--- config.mk ---
export PLATFORM = sky130hd
export DESIGN_NAME = ysyx_23060136_ifu_fetch
export DESIGN_NICKNAME = d
export VERILOG_FILES = /design/src/rtl/ysyx_23060136_ifu_fetch_pkg.sv /design/src/rtl/ysyx_23060136_ifu_fetch.sv
export SDC_FILE = /design/constraint.sdc
export NUM_CORES = 1
export LEC_CHECK = 0
export ABC_AREA = 0
export CAP_MARGIN = 40
export CORE_ASPECT_RATIO = 1.1
export CORE_MARGIN = 3
export CORE_UTILIZATION = 25
export CTS_CLUSTER_DIAMETER = 40
export CTS_CLUSTER_SIZE = 14
export DETAILED_ROUTE_END_ITERATION = 6
export GPL_ROUTABILITY_DRIVEN = 0
export MAX_ROUTING_LAYER = met4
export PLACE_DENSITY = 0.56
export SLEW_MARGIN = 20
export SYNTH_ARGS = -nofsm -noshare
export SYNTH_HDL_FRONTEND = slang
export SYNTH_SLANG_ARGS = --single-unit
--- constraint.sdc ---
create_clock -name clk -period 3.2 [get_ports clk]
set_input_delay 0.64 -clock clk [delete_from_list [all_inputs] [get_ports clk]]
set_output_delay 0.64 -clock clk [all_outputs]
set_load 0.05 [all_outputs]
--- src/rtl/ysyx_23060136_ifu_fetch_pkg.sv ---
// Shared constants, state encoding and PC helpers for the instruction fetch stage.
package ysyx_23060136_ifu_fetch_pkg;

   localparam int unsigned BITS_W = 32;

   localparam logic [BITS_W-1:0] RESET_PC = 32'h8000_0000;
   localparam logic [BITS_W-1:0] NOP_INST = 32'h0000_0013;
   localparam logic [BITS_W-1:0] PC_STEP  = BITS_W'(4);

   typedef enum logic [1:0] {
      S_IDLE  = 2'd0,
      S_REQ   = 2'd1,
      S_WAIT  = 2'd2,
      S_VALID = 2'd3
   } fetch_state_t;

   // Word-align a redirect target; low two bits are dropped.
   function automatic logic [BITS_W-1:0] align_pc(input logic [BITS_W-1:0] addr);
      return addr & ~BITS_W'(3);
   endfunction

endpackage

--- src/rtl/ysyx_23060136_ifu_fetch.sv ---
// Instruction fetch: owns the fetch PC, issues one read at a time and hands
// the fetched word to IF/ID. Branch redirects squash any in-flight fetch.
module ysyx_23060136_ifu_fetch
   import ysyx_23060136_ifu_fetch_pkg::*;
(
   input  logic              clk,
   input  logic              rst_n,
   input  logic              PCSrc,
   input  logic [BITS_W-1:0] branch_target,
   output logic [BITS_W-1:0] IFU_araddr,
   output logic              IFU_arvalid,
   input  logic              IFU_arready,
   input  logic [BITS_W-1:0] IFU_rdata,
   input  logic [1:0]        IFU_rresp,
   input  logic              IFU_rvalid,
   output logic              IFU_rready,
   output logic              IFU_valid,
   input  logic              IDU_ready,
   output logic [BITS_W-1:0] IFU_pc,
   output logic [BITS_W-1:0] IFU_inst,
   output logic              IFU_fault
);

   fetch_state_t      state;
   logic [BITS_W-1:0] fetch_pc;
   logic [BITS_W-1:0] redir_pc;
   logic              discard;

   // The request address is the fetch PC register itself, so it cannot move
   // while a request is pending (fetch_pc only changes outside S_REQ).
   assign IFU_araddr = fetch_pc;

   // Fetch FSM with registered handshake outputs and the held instruction.
   always_ff @(posedge clk or negedge rst_n) begin
      if (!rst_n) begin
         state       <= S_IDLE;
         fetch_pc    <= RESET_PC;
         redir_pc    <= RESET_PC;
         discard     <= 1'b0;
         IFU_arvalid <= 1'b0;
         IFU_rready  <= 1'b0;
         IFU_valid   <= 1'b0;
         IFU_pc      <= RESET_PC;
         IFU_inst    <= NOP_INST;
         IFU_fault   <= 1'b0;
      end else begin
         case (state)
            S_IDLE: begin
               if (PCSrc) fetch_pc <= align_pc(branch_target);
               state       <= S_REQ;
               IFU_arvalid <= 1'b1;
            end

            S_REQ: begin
               // Request cannot be withdrawn; remember the redirect instead.
               if (PCSrc) begin
                  discard  <= 1'b1;
                  redir_pc <= align_pc(branch_target);
               end
               if (IFU_arready) begin
                  state       <= S_WAIT;
                  IFU_arvalid <= 1'b0;
                  IFU_rready  <= 1'b1;
               end
            end

            S_WAIT: begin
               if (IFU_rvalid) begin
                  IFU_rready <= 1'b0;
                  if (discard || PCSrc) begin
                     // Wrong-path data: drop it and restart at the newest target.
                     discard     <= 1'b0;
                     fetch_pc    <= PCSrc ? align_pc(branch_target) : redir_pc;
                     state       <= S_REQ;
                     IFU_arvalid <= 1'b1;
                  end else begin
                     IFU_pc      <= fetch_pc;
                     IFU_inst    <= (IFU_rresp != 2'b00) ? NOP_INST : IFU_rdata;
                     IFU_fault   <= (IFU_rresp != 2'b00);
                     state       <= S_VALID;
                     IFU_valid   <= 1'b1;
                  end
               end else if (PCSrc) begin
                  discard  <= 1'b1;
                  redir_pc <= align_pc(branch_target);
               end
            end

            S_VALID: begin
               // Redirect wins over a same-cycle handoff to IF/ID.
               if (PCSrc) begin
                  fetch_pc    <= align_pc(branch_target);
                  state       <= S_REQ;
                  IFU_valid   <= 1'b0;
                  IFU_arvalid <= 1'b1;
               end else if (IDU_ready) begin
                  fetch_pc    <= fetch_pc + PC_STEP;
                  state       <= S_REQ;
                  IFU_valid   <= 1'b0;
                  IFU_arvalid <= 1'b1;
               end
            end

            default: begin
               state       <= S_IDLE;
               IFU_arvalid <= 1'b0;
               IFU_rready  <= 1'b0;
               IFU_valid   <= 1'b0;
            end
         endcase
      end
   end

endmodule

==> flow_summary.yaml, run 1 <==
power_and_ir_drop:
  leakage_nw: 3.869
  power_mw: 8.543
  p_switching_mw: 3.625
  switching_share: 0.4243
  vdd_drop_max_mv: 0.4892
  comb_power_share: 0.426
  p_int_mw: 4.918
  powerDensity_nw_per_um2: 962.9
  seqPwrFrac: 0.335
  clockPowerShare: 0.239
sta:
  fmax_ghz: 0.3987
  fin_ws_ns: 0.6920
  drv_slew: 0
  hold_viol_final: 0
  period_share: 0.7837
  fin_hold_ws_ns: 0.2050
  relSlewSlack: 0.5494
  tightest_slew_ns: 0.6754
  period_needed_ns: 2.508
  fin_skew_ns: 0.007491
  rsz0062_at_grt: "no"
  setup_viol: 0
  tns_ns: 0
route:
  vias: 5213
  wire_per_inst_um: 17.84
  wl_mm: 19.20
  drt_iter0_drc: 311
  via_per_inst: 4.845
  firstDrtPassIters: 6
  antenna_left: 0
  drc: 0
synth:
  syn_avg_cell_area_um2: 10.46
  synth-xor-area-share: 0
  synthTopCellsByArea: "dfrtp_1 53%, nand2_1 6.7%, mux2_2 5.5%"
  syn_inst: 587
  netlist.area_leader.share: 0.5256
  ys_seq_area_frac: 0.5512
  synthesis.nets: 665
  synth_adder_area_share: 0.01222
  synth_area_um2: 6142
  async_reset_ff_frac: 1.000
  synth_top_family_by_area: "compound AO/OA/AOI/OAI gates"
  muxShareOfSynthArea: 0.05989
  synth_warnings: 0
  synth_flop_cell: "dfrtp_1"
  ys_seq_elements: 135
  ys_types: 55
  synth_edf_count: 0
  synthSimpleGateAreaFrac: 0.1601
  yosys.area.top_type: "dfrtp_1"
  synth_compound_area_frac: 0.1842
worst_setup_path:
  worst_path_largest_cell_delay_ns: 0.90
  critPathBufInv: 1
  crit_required_ns: 2.56
  crit_fanout: 9
  path_depth: 1
  crit_arrival_ns: 1.87
  end_kind: "output pin"
  ff2ff_path_depth: 6
  startpoint_type: "flip-flop"
  critical_path_class: "flip-flop to output pin"
  critical-path-slowest-cell: "clkdlybuf4s50_1"
  path_cells: "clkdlybuf4s50_1"
  path_delay_family: "buffers and inverters"
clock_network:
  cts_tree: "done"
  postCtsHoldBufs: 0
  clkSinkCount: 135
  clk_latency_ns: 0.42
  clkSlewWorstSetupHoldPaths_ns: 0.06
  postCtsSetupBuffers: 0
  htree_levels: 4
  cts_max_path_buffers: 2
  cts_buffers: 17
  root_buffer: "clkbuf_16"
  post_cts_resized: 0
floorplan:
  ios: 172
  core.rowCount: 59
  die_y_um: 170.4
  start_util: 0.2568
  core_area_um2: 23920
  die_area_um2: 26490
  die_width_um: 155.5
global_routing:
  grt_max_degree: 63
  antenna_found_initial: 2
  overflow: 0
  track_usage: 0.1496
  grt_pass1_wl_mm: 30.03
  grt_pass1_vias: 5215
cells_and_area:
  nets: 835
  drive_above_1_share: 0.1313
  syn_to_final_growth_pct: 44.45
  design_area_um2: 8872
job:
  drv_cap: 0
place:
  placed_area_um2: 8264
  place.port_buffers: 169
  hpwlAfterDp_mm: 13.24
  dp_slack_ns: 0.5991
status:
  status: "finished, final reports clean"
hold_path:
  holdCritPathClass: "input pin to asynchronous set/reset pin"
-- cell usage after synthesis (4+ instances only) --
library cell and number:
buf_2 12, o21ai_0 46, clkbuf_1 22, a21o_1 4
nor2b_1 4, nor2_1 30, o2bb2ai_1 8, a222oi_1 11
nand4_1 5, mux2_2 30, buf_1 5, and3_1 9
a21oi_1 9, nor4_1 4, ha_1 6, a22oi_1 12
dfrtp_1 129, a221oi_1 5, dfstp_2 6, a22o_1 35
and2_1 6, nor3_1 8, inv_1 8, nand2b_1 6
nand3_1 12, nand2_1 110
-- power by group through the flow --
stage          logic, mW  registers [mW]  clock network, mW
2_1_floorplan       1.14            4.00                  0
3_5_place_dp        3.68            2.89                  0
3_3_place_gp        3.64            2.87                  0
6_report            3.64            2.86               2.04
5_1_grt             3.89            2.96               2.16
4_1_cts             3.69            2.86               2.10
-- cells in the final DEF, fill, tap and decap left out, types with 4 or more instances in the layout --
cell | Yosys | layout
buf_4 | 1 | 19
a21oi_1 | 9 | 9
dfrtp_1 | 129 | 129
and2_1 | 6 | 6
nand2_1 | 110 | 109
nand4_1 | 5 | 5
and3_1 | 9 | 9
nand3_1 | 12 | 12
nor3_1 | 8 | 7
a21o_1 | 4 | 4
o21ai_0 | 46 | 46
nor2_1 | 30 | 30
clkinv_2 | 0 | 4
nor4_1 | 4 | 4
a221oi_1 | 5 | 5
mux2_2 | 30 | 30
clkbuf_16 | 0 | 17
inv_1 | 8 | 8
dfstp_2 | 6 | 6
clkdlybuf4s50_1 | 0 | 168
a222oi_1 | 11 | 11
a22o_1 | 35 | 35
a22oi_1 | 12 | 12
ha_1 | 6 | 6
nand2b_1 | 6 | 6
o2bb2ai_1 | 8 | 8
-- routing by layer --
metal / global-route usage / up-vias / share of wire
met5: - / - / 0
met2: 0.2331 / 152 / 0.48
met1: 0.1952 / 2555 / 0.46
met4: 0.05862 / 0 / 0.018
li1: - / 2480 / -
met3: 0.02492 / 26 / 0.042
-- final timing paths --
| check | slack [ns] | from | end |
|---|---|---|---|
| min | 0.20 | rst_n | IFU_pc[21]$_DFFE_PN0P_ |
| min in group clk | 0.47 | IFU_pc[30]$_DFFE_PN0P_ | IFU_pc[30]$_DFFE_PN0P_ |
| max in group asynchronous | 2.19 | rst_n | redir_pc[5]$_DFFE_PN0P_ |
| max reg2reg | 0.86 | IFU_araddr[2]$_DFFE_PN0P_ | IFU_araddr[24]$_DFFE_PN0P_ |
| max | 0.69 | IFU_araddr[6]$_DFFE_PN0P_ | IFU_araddr[6] |
| min reg2reg | 0.47 | IFU_pc[30]$_DFFE_PN0P_ | IFU_pc[30]$_DFFE_PN0P_ |
-- cell families after synthesis --
family | Yosys count
muxes | 33
and+or+nand+nor | 209
AOI/OAI and AO/OA | 156
adders and majority gates | 6
DFF | 135
buffers and inverters | 48
-- registers in the layout (all words and copies together), names as in the netlist --
| register | cells |
|---|---|
| IFU_valid | 1 |
| IFU_arvalid | 1 |
| IFU_inst | 32 |
| discard | 1 |
| IFU_araddr | 32 |
| state | 2 |
| redir_pc | 32 |
| IFU_rready | 1 |
| IFU_fault | 1 |
| IFU_pc | 32 |
-- final cells by class --
class	instances	area, µm²
Antenna cell	2	5.005
Timing Repair Buffer	191	1896
Clock inverter	12	150.1
Tap cell	305	381.6
Inverter	8	30.03
Sequential cell	135	3386
Fill cell	2405	15050
Clock buffer	19	452.9
Multi-Input combinational cell	404	2571
-- stage by stage --
stage	utilization	instances
6_report	0.3709	1076
5_1_grt	0.3709	1076
4_1_cts	0.3707	1074
3_5_place_dp	0.3455	1043
3_3_place_gp	0.3455	1043
2_1_floorplan	-	587
(Power assumes the default switching activity.)
==> inputs of run 2 (changes only) <==
- clock period: 3.2 -> 2.4 ns (I/O delays scaled with it)
==> run 2 against run 1 <==
  * Sequential power rose by 31%
  * Non-clock buffer count rose by 17
  * Sequential share of layout area fell by 0.67 points
  * Critical path depth rose by 1
  * Register-to-register slack got worse by 0.60 ns
  * Worst hold slack improved by 0.26 ns
  * First-iteration DRC count rose by 15%
  * Global-route usage rose by 0.45 points
  * Clock power rose by 28%
  * Critical endpoint is now IFU_araddr[12]
==> flow_summary.yaml, run 2 (same netlist as run 1, synthesis figures left out) <==
status:
  status: "finished, final reports clean"
sta:
  fmax_ghz: 0.4356
  fin_skew_ns: 0.01014
  period_share: 0.9566
  tns_ns: 0
  hold_viol_final: 0
  rsz0062_at_grt: "no"
  relSlewSlack: 0.5838
  drv_slew: 0
  fin_ws_ns: 0.1042
  tightest_slew_ns: 0.6224
  setup_viol: 0
  period_needed_ns: 2.296
route:
  wl_mm: 19.40
  drt_iter0_drc: 358
  wire_per_inst_um: 17.77
  firstDrtPassIters: 5
  via_per_inst: 4.851
  antenna_left: 0
  vias: 5297
  drc: 0
hold_path:
  hold_depth: 2
  holdCritPathClass: "flip-flop to flip-flop"
cells_and_area:
  final_common_cell: "clkdlybuf4s50_1"
  n_antenna_cell: 0
  nets: 852
  fillers: 2410
  final_cell_mix: "167 x clkdlybuf4s50_1, 129 x dfrtp_1, 109 x nand2_1"
  fin_util: 0.3776
  syn_to_final_growth_pct: 47.04
  drive_above_1_share: 0.1487
clock_network:
  cts_max_path_buffers: 2
  clkSinkCount: 135
  clk_latency_ns: 0.43
  cts_buffers: 17
  htree_levels: 4
  clkSlewWorstSetupHoldPaths_ns: 0.06
  root_buffer: "clkbuf_16"
  postCtsSetupBuffers: 0
  cts_tree: "done"
global_routing:
  antenna_found_initial: 0
  grt_max_degree: 53
  grt_pass1_wl_mm: 31.02
  track_usage: 0.1541
  overflow: 0
  grt_pass1_vias: 5388
floorplan:
  core.rowCount: 59
  ios: 172
  start_util: 0.2568
  die_width_um: 155.5
  die_y_um: 170.4
  core_area_um2: 23920
  die_area_um2: 26490
power_and_ir_drop:
  powerDensity_nw_per_um2: 1266
  vdd_drop_max_mv: 0.5621
  leakage_nw: 3.966
worst_setup_path:
  worst_path_largest_cell_delay_ns: 0.80
  path_cells: "buf_4 -> clkdlybuf4s50_1"
  crit_required_ns: 1.92
  crit_arrival_ns: 1.82
  ff2ff_path_depth: 8
  critical-path-slowest-cell: "clkdlybuf4s50_1"
  end_kind: "output pin"
  startpoint_type: "flip-flop"
  critical_path_class: "flip-flop to output pin"
  crit_fanout: 6
place:
  hpwlAfterDp_mm: 13.66
  dp_slack_ns: 0.03120
  place.port_buffers: 169
job:
  drv_cap: 0
[run 2: worst max-delay path, delay by kind of cell, from the launching register on]
kind,cells,cell delay [ns]
buf+inv,2,0.97
flops,1,0.43
[run 2: cell type report]
cell class                      count  area, µm²  share of cell area
Sequential cell                   135       3386              0.3749
Multi-Input combinational cell    404       2571              0.2847
Tap cell                          305      381.6             0.04226
Clock inverter                     12      127.6             0.01413
Timing Repair Buffer              208       2078              0.2301
Clock buffer                       20      456.7             0.05057
Inverter                            8      30.03            0.003325
[run 2: what timing repair did]
| item | in CTS | in global routing |
|---|---|---|
| setup endpoints to repair | 0 | 1 |
| hold buffers | 1 | 0 |
| hold endpoints to repair | 35 | 0 |
| resized for setup | 0 | 1 |
[run 2: worst paths after layout]
path,start,to,slack (ns)
setup / recovery,IFU_araddr[12]$_DFFE_PN0P_,IFU_araddr[12],0.10
hold / removal,IFU_pc[24]$_DFFE_PN0P_,IFU_pc[24]$_DFFE_PN0P_,0.47
setup reg to reg,state[0]$_DFFE_PN0P_,IFU_araddr[19]$_DFFE_PN0P_,0.26
hold reg to reg,IFU_pc[24]$_DFFE_PN0P_,IFU_pc[24]$_DFFE_PN0P_,0.47
max in group asynchronous,rst_n,IFU_inst[0]$_DFFE_PN1P_,1.20
min in group asynchronous,rst_n,IFU_pc[21]$_DFFE_PN0P_,0.54
[run 2: power breakdown]
| group | internal [mW] | switching [mW] | leakage, nW |
|---|---|---|---|
| sequential | 3.07 | 0.676 | 1.73 |
| combinational | 1.92 | 3.15 | 1.96 |
| clock | 1.58 | 1.03 | 0.278 |
[run 2: per-stage QoR]
step                cell area [µm²]  instances  hold WS, ns  power [mW]
finish                         9031       1092       0.4698       11.44
global placement               8434       1059       0.4269       8.839
CTS                            9029       1092       0.4780       11.58
global route                   9031       1092       0.5005       12.11
detailed placement             8434       1059       0.4293       8.906
floorplan                      6142        587       0.1844       6.856
[run 2: per-layer routing]
metal	GRT usage	wire length [µm]	up-vias
met5	-	0	-
met4	0.05101	289	0
met3	0.02848	806	25
met2	0.2452	9460	146
met1	0.1989	8842	2613
li1	-	-	2513
==> inputs of run 3 (changes only) <==
- HOLD_SLACK_MARGIN: default -> 0.03
- SLEW_MARGIN: 20 -> default
==> results of run 3 <==
The final DEF is identical to that of run 2; final timing and power are the same.
==> edit 1 (config.mk and constraints of run 2) <==
The 4 states of `fetch_state_t` get a one-hot encoding in 4 bits.
--- a/src/rtl/ysyx_23060136_ifu_fetch_pkg.sv
+++ b/src/rtl/ysyx_23060136_ifu_fetch_pkg.sv
@@ -7,11 +7,11 @@
    localparam logic [BITS_W-1:0] NOP_INST = 32'h0000_0013;
    localparam logic [BITS_W-1:0] PC_STEP  = BITS_W'(4);
 
-   typedef enum logic [1:0] {
-      S_IDLE  = 2'd0,
-      S_REQ   = 2'd1,
-      S_WAIT  = 2'd2,
-      S_VALID = 2'd3
+   typedef enum logic [3:0] {
+      S_IDLE  = 4'b0001,
+      S_REQ   = 4'b0010,
+      S_WAIT  = 4'b0100,
+      S_VALID = 4'b1000
    } fetch_state_t;
 
    // Word-align a redirect target; low two bits are dropped.
Behaviour: no difference found for any inputs over 4 cycles, from zero or initial values and one cycle with rst_n low; so few cycles prove little.
==> edit 1 against run 2 <==
- the run now ends with negative hold slack left
- critical path depth is 1 lower
- final area is 9.9% higher
- hold slack worse by 470 ps
- power is 0.87% higher
- routed wire length is 14% higher
- synthesized area is 10% higher
- sequential cell count is 2 higher
- worst setup slack worse by 57 ps
- critical endpoint is now IFU_araddr[21]
- largest power group unchanged
==> edit 1: results (changes against run 2) <==
[global_routing]
grt_max_degree=47  ; was 53
gr-usage-all-layers_pct=15.9  ; was 15.4%
grt.met2_usage_pct=24.7  ; was 24.5%
grt_pass1_vias=6115  ; was 5388
grt.met3_usage_pct=4.32  ; was 2.85%
grt_pass1_wl_mm=35.0  ; was 31.0 mm
grt_use_met1_pct=20.4  ; was 19.9%
grt_antenna_before_repair=1  ; was 0

[routing]
finalWirelength_mm=22.2  ; was 19.4 mm
vias=6039  ; was 5297
drt_iter0_drc=400  ; was 358
dr.pass1.iters=6  ; was 5

[placement]
hpwl_mm=16.5  ; was 13.7 mm
port_buffers=169  ; unchanged

[logic_synthesis]
synth_ff_type=dfrtp_1  ; unchanged
synth_area_leaders=dfrtp_1 (48%), nand2_1 (6.8%), mux2_2 (4.8%)  ; was dfrtp_1 (53%), nand2_1 (6.7%), mux2_2 (5.5%)
yosys_warnings=0  ; unchanged
syn_nets=744  ; was 665
synthTopCellsByCount=dfrtp_1 (130), nand2_1 (122), o21ai_0 (49)  ; was dfrtp_1 (129), nand2_1 (110), o21ai_0 (46)
synth_cell_types=75  ; was 55
ys_seq_area_share_pct=50.9  ; was 55.1%
synthArstFlopShare_pct=100  ; unchanged

[final_layout]
drive_gt1_share_pct=18.4  ; was 14.9%
nets=952  ; was 852

[critical_path]
startpoint=IFU_araddr[21]  ; was IFU_araddr[12]
reg2reg_from=state[1]  ; was state[0]
critPathMaxFanout=8  ; was 6
worstPathArrival_ps=1870  ; was 1820 ps
slowest_stage=clkdlybuf4s50_1  ; unchanged
cp_slowest_stage_delay_ps=910  ; was 800 ps
crit_family=buffers and inverters  ; unchanged

[sta]
timing.hold.ws_ps=-0.838  ; was 470 ps
fin_skew_ps=8.63  ; was 10.1 ps
finalHoldViolations=1  ; was 0
relSlewSlack_pct=57.7  ; was 58.4%

[cts]
cts_buffers=17  ; unchanged
cts_root_buf=clkbuf_16  ; unchanged
clkTransAtPathRegs_ps=60  ; about the same
h-tree-depth=4  ; unchanged
cts_resized=0  ; unchanged
post_cts_buffers=0  ; unchanged
clock_latency_ps=410  ; was 430 ps
cts.path.max_buffers=2  ; unchanged

[power]
p_leak_nw=4.23  ; was 3.97 nW
ir_worst_vdd_mv=0.452  ; was 0.562 mV

[hold_path]
hold_path.class=in2async  ; was reg2reg

[outcome]
violations=negative hold slack
status=finished with violations  ; was complete, no violations

-- edit 1: changes by cell type in the layout (fill, tap and decap cells not counted), moves of 5 or more --
cell,before,now
buf_4,31,58
a21oi_1,9,22
and3_1,9,4
nand3_1,12,20
nand2_1,109,122
ha_1,6,1
xnor2_1,0,6
o2bb2ai_1,8,2
a222oi_1,11,1
-- edit 1: power by group --
group	internal (W)	switching (W)	total [W]	leakage (nW)
logic	0.00194	0.00297	0.00490	2.15
clock network	0.00190	0.00101	0.00290	0.324
registers	0.00305	0.000683	0.00373	1.76
-- edit 1: final timing paths --
kind | endpoint | slack, ps | cells past startpoint
max in group asynchronous | IFU_inst[1] | 1740 | 2
min in group clk | IFU_pc[31] | 460 | 2
setup reg to reg | IFU_arvalid | 180 | 5
setup / recovery | IFU_araddr[21] | 50 | 1
hold / removal | IFU_araddr[8] | -0.8 | 1
hold reg to reg | IFU_pc[31] | 460 | 2
-- edit 1: final cells by class --
class,count,area (µm²)
Clock inverter,12,196
Tap cell,352,440
Antenna cell,1,2.50
Sequential cell,137,3440
Multi-Input combinational cell,477,3050
Inverter,12,45.0
Timing Repair Buffer,234,2290
Fill cell,2648,16500
Clock buffer,20,457
-- edit 1: kinds of logic (layout without fill, tap and decap cells) --
logic type	after synthesis	after routing	synth area share (%)
adder cells (fa/ha/maj)	1	1	0.185
AND/OR/NAND/NOR	255	255	19.3
multiplexers	35	35	5.72
other	0	1	0
buffers and inverters	57	278	4.07
flip-flops	137	137	50.9
AO/OA/AOI/OAI	179	179	18.9
XOR/XNOR	7	7	0.907
-- edit 1: per-layer routing --
layer	up-vias	part of all wire, %
met4	0	1.4
met2	198	46
met1	2966	46
li1	2856	-
met3	19	6.8
met5	-	0
-- edit 1: metrics by stage --
step                cell area, µm²  std cells  hold WS (ps)  setup slack, ps
global route                  9920       1245          19.3             6.08
global placement              9270       1212           450            -7.45
detailed placement            9270       1212           452            -13.3
floorplan                     6760        671           184             15.0
CTS                           9920       1244          6.26             15.5
finish                        9920       1245        -0.838             47.5
==> edit 2 (config.mk and constraints of run 2) <==
Without the edit above. The package constant `BITS_W` goes from 32 to 36.
--- a/src/rtl/ysyx_23060136_ifu_fetch_pkg.sv
+++ b/src/rtl/ysyx_23060136_ifu_fetch_pkg.sv
@@ -1,7 +1,7 @@
 // Shared constants, state encoding and PC helpers for the instruction fetch stage.
 package ysyx_23060136_ifu_fetch_pkg;
 
-   localparam int unsigned BITS_W = 32;
+   localparam int unsigned BITS_W = 36;
 
    localparam logic [BITS_W-1:0] RESET_PC = 32'h8000_0000;
    localparam logic [BITS_W-1:0] NOP_INST = 32'h0000_0013;
Ports: changed (5 resized); port bits go from 172 to 192. No check against the original RTL was run, so the function may have changed too.
==> edit 2 against run 2 <==
- sequential share of layout area fell by 0.41 points
- cell count grew 15%
- worst setup slack worse by 30 ps
- die area increased by 13%
- clock skew is 4.7 ps higher
- register-to-register slack lost 20 ps
- sequential cell count increased by 16
- routed wire length up 17%
- power grew 14%
- final area rose by 13%
- count of clock-buffer cells in the layout fell by 3
- synthesized area grew 13%
- via count rose by 16%
- largest cell class unchanged
==> edit 2: results (changes against run 2) <==
[global_routing]
grt_use_met1_pct=19.4  ; was 19.9%
grt_pass1_wl_mm=34.7  ; was 31.0 mm
gr-usage-all-layers_pct=15.4  ; about the same
grt.met3_usage_pct=3.78  ; was 2.85%
grt_max_degree=43  ; was 53
grt_pass1_vias=6025  ; was 5388

[logic_synthesis]
synth-adder-area-share_pct=1.08  ; was 1.22%
synth_cell_types=57  ; was 55
synth_seq_cells=151  ; was 135
synth_area_leaders=dfrtp_1 (52%), nand2_1 (6.8%), a22o_1 (5.9%)  ; was dfrtp_1 (53%), nand2_1 (6.7%), mux2_2 (5.5%)
ys_seq_area_share_pct=54.4  ; was 55.1%
synth_compound_area_share_pct=18.6  ; was 18.4%

[final_layout]
syn2layout_area_growth_pct=46.7  ; was 47.0%
fill_cells=2700  ; was 2410
multi_input_area_share_pct=29.2  ; was 28.5%
nets=973  ; was 852
nMultiInputCombCells=468  ; was 404
drive_gt1_share_pct=15.2  ; was 14.9%
n_all_inverters=11  ; was 8

[power]
ir_worst_vdd_mv=0.485  ; was 0.562 mV
p_leak_nw=4.43  ; was 3.97 nW

[floorplan]
tap_cells=357  ; was 305

[critical_path]
endpoint=IFU_araddr[26]  ; was IFU_araddr[12]
reg2reg_to=IFU_araddr[35]  ; was IFU_araddr[19]

[placement]
hpwl_mm=16.5  ; was 13.7 mm
dp_cells=1224  ; was 1059
pre_cts_slack_ps=50.1  ; was 31.2 ps
place_area_um2=9610  ; was 8430 µm²

[outcome]
status=complete, no violations  ; unchanged

[routing]
met3_length_mm=1.63  ; was 806 µm
finalWirelength_mm=22.7  ; was 19.4 mm

[sta]
timing.hold.ws_ps=471  ; was 470 ps
worst_slack_ps=74.1  ; was 104 ps

[hold_path]
hold_end=IFU_pc[10]  ; was IFU_pc[24]

-- edit 2: cell count changes after synthesis, moves of 5 or more --
cell / before / now
nand4_1: 5 / 13
clkbuf_1: 22 / 37
o21ai_0: 46 / 56
a21oi_1: 9 / 15
a221oi_1: 5 / 10
dfrtp_1: 129 / 145
nand2_1: 110 / 126
a22o_1: 35 / 47
nand3_1: 12 / 19
a31oi_1: 1 / 12
nand2b_1: 6 / 1
a22oi_1: 12 / 7
a222oi_1: 11 / 4
-- edit 2: timing repair --
action,in CTS,in global routing
hold buffers,1,0
setup endpoints to repair,1,1
gates cloned,0,0
gates resized for setup,1,1
hold endpoints to repair,37,0
-- edit 2: power groups by stage --
stage	sequential (W)	clock (W)	combinational, W
after global placement	0.00432	0	0.00602
after floorplan	0.00592	0	0.00201
after detailed placement	0.00435	0	0.00607
final	0.00431	0.00273	0.00602
after CTS	0.00431	0.00281	0.00608
after global routing	0.00443	0.00292	0.00643
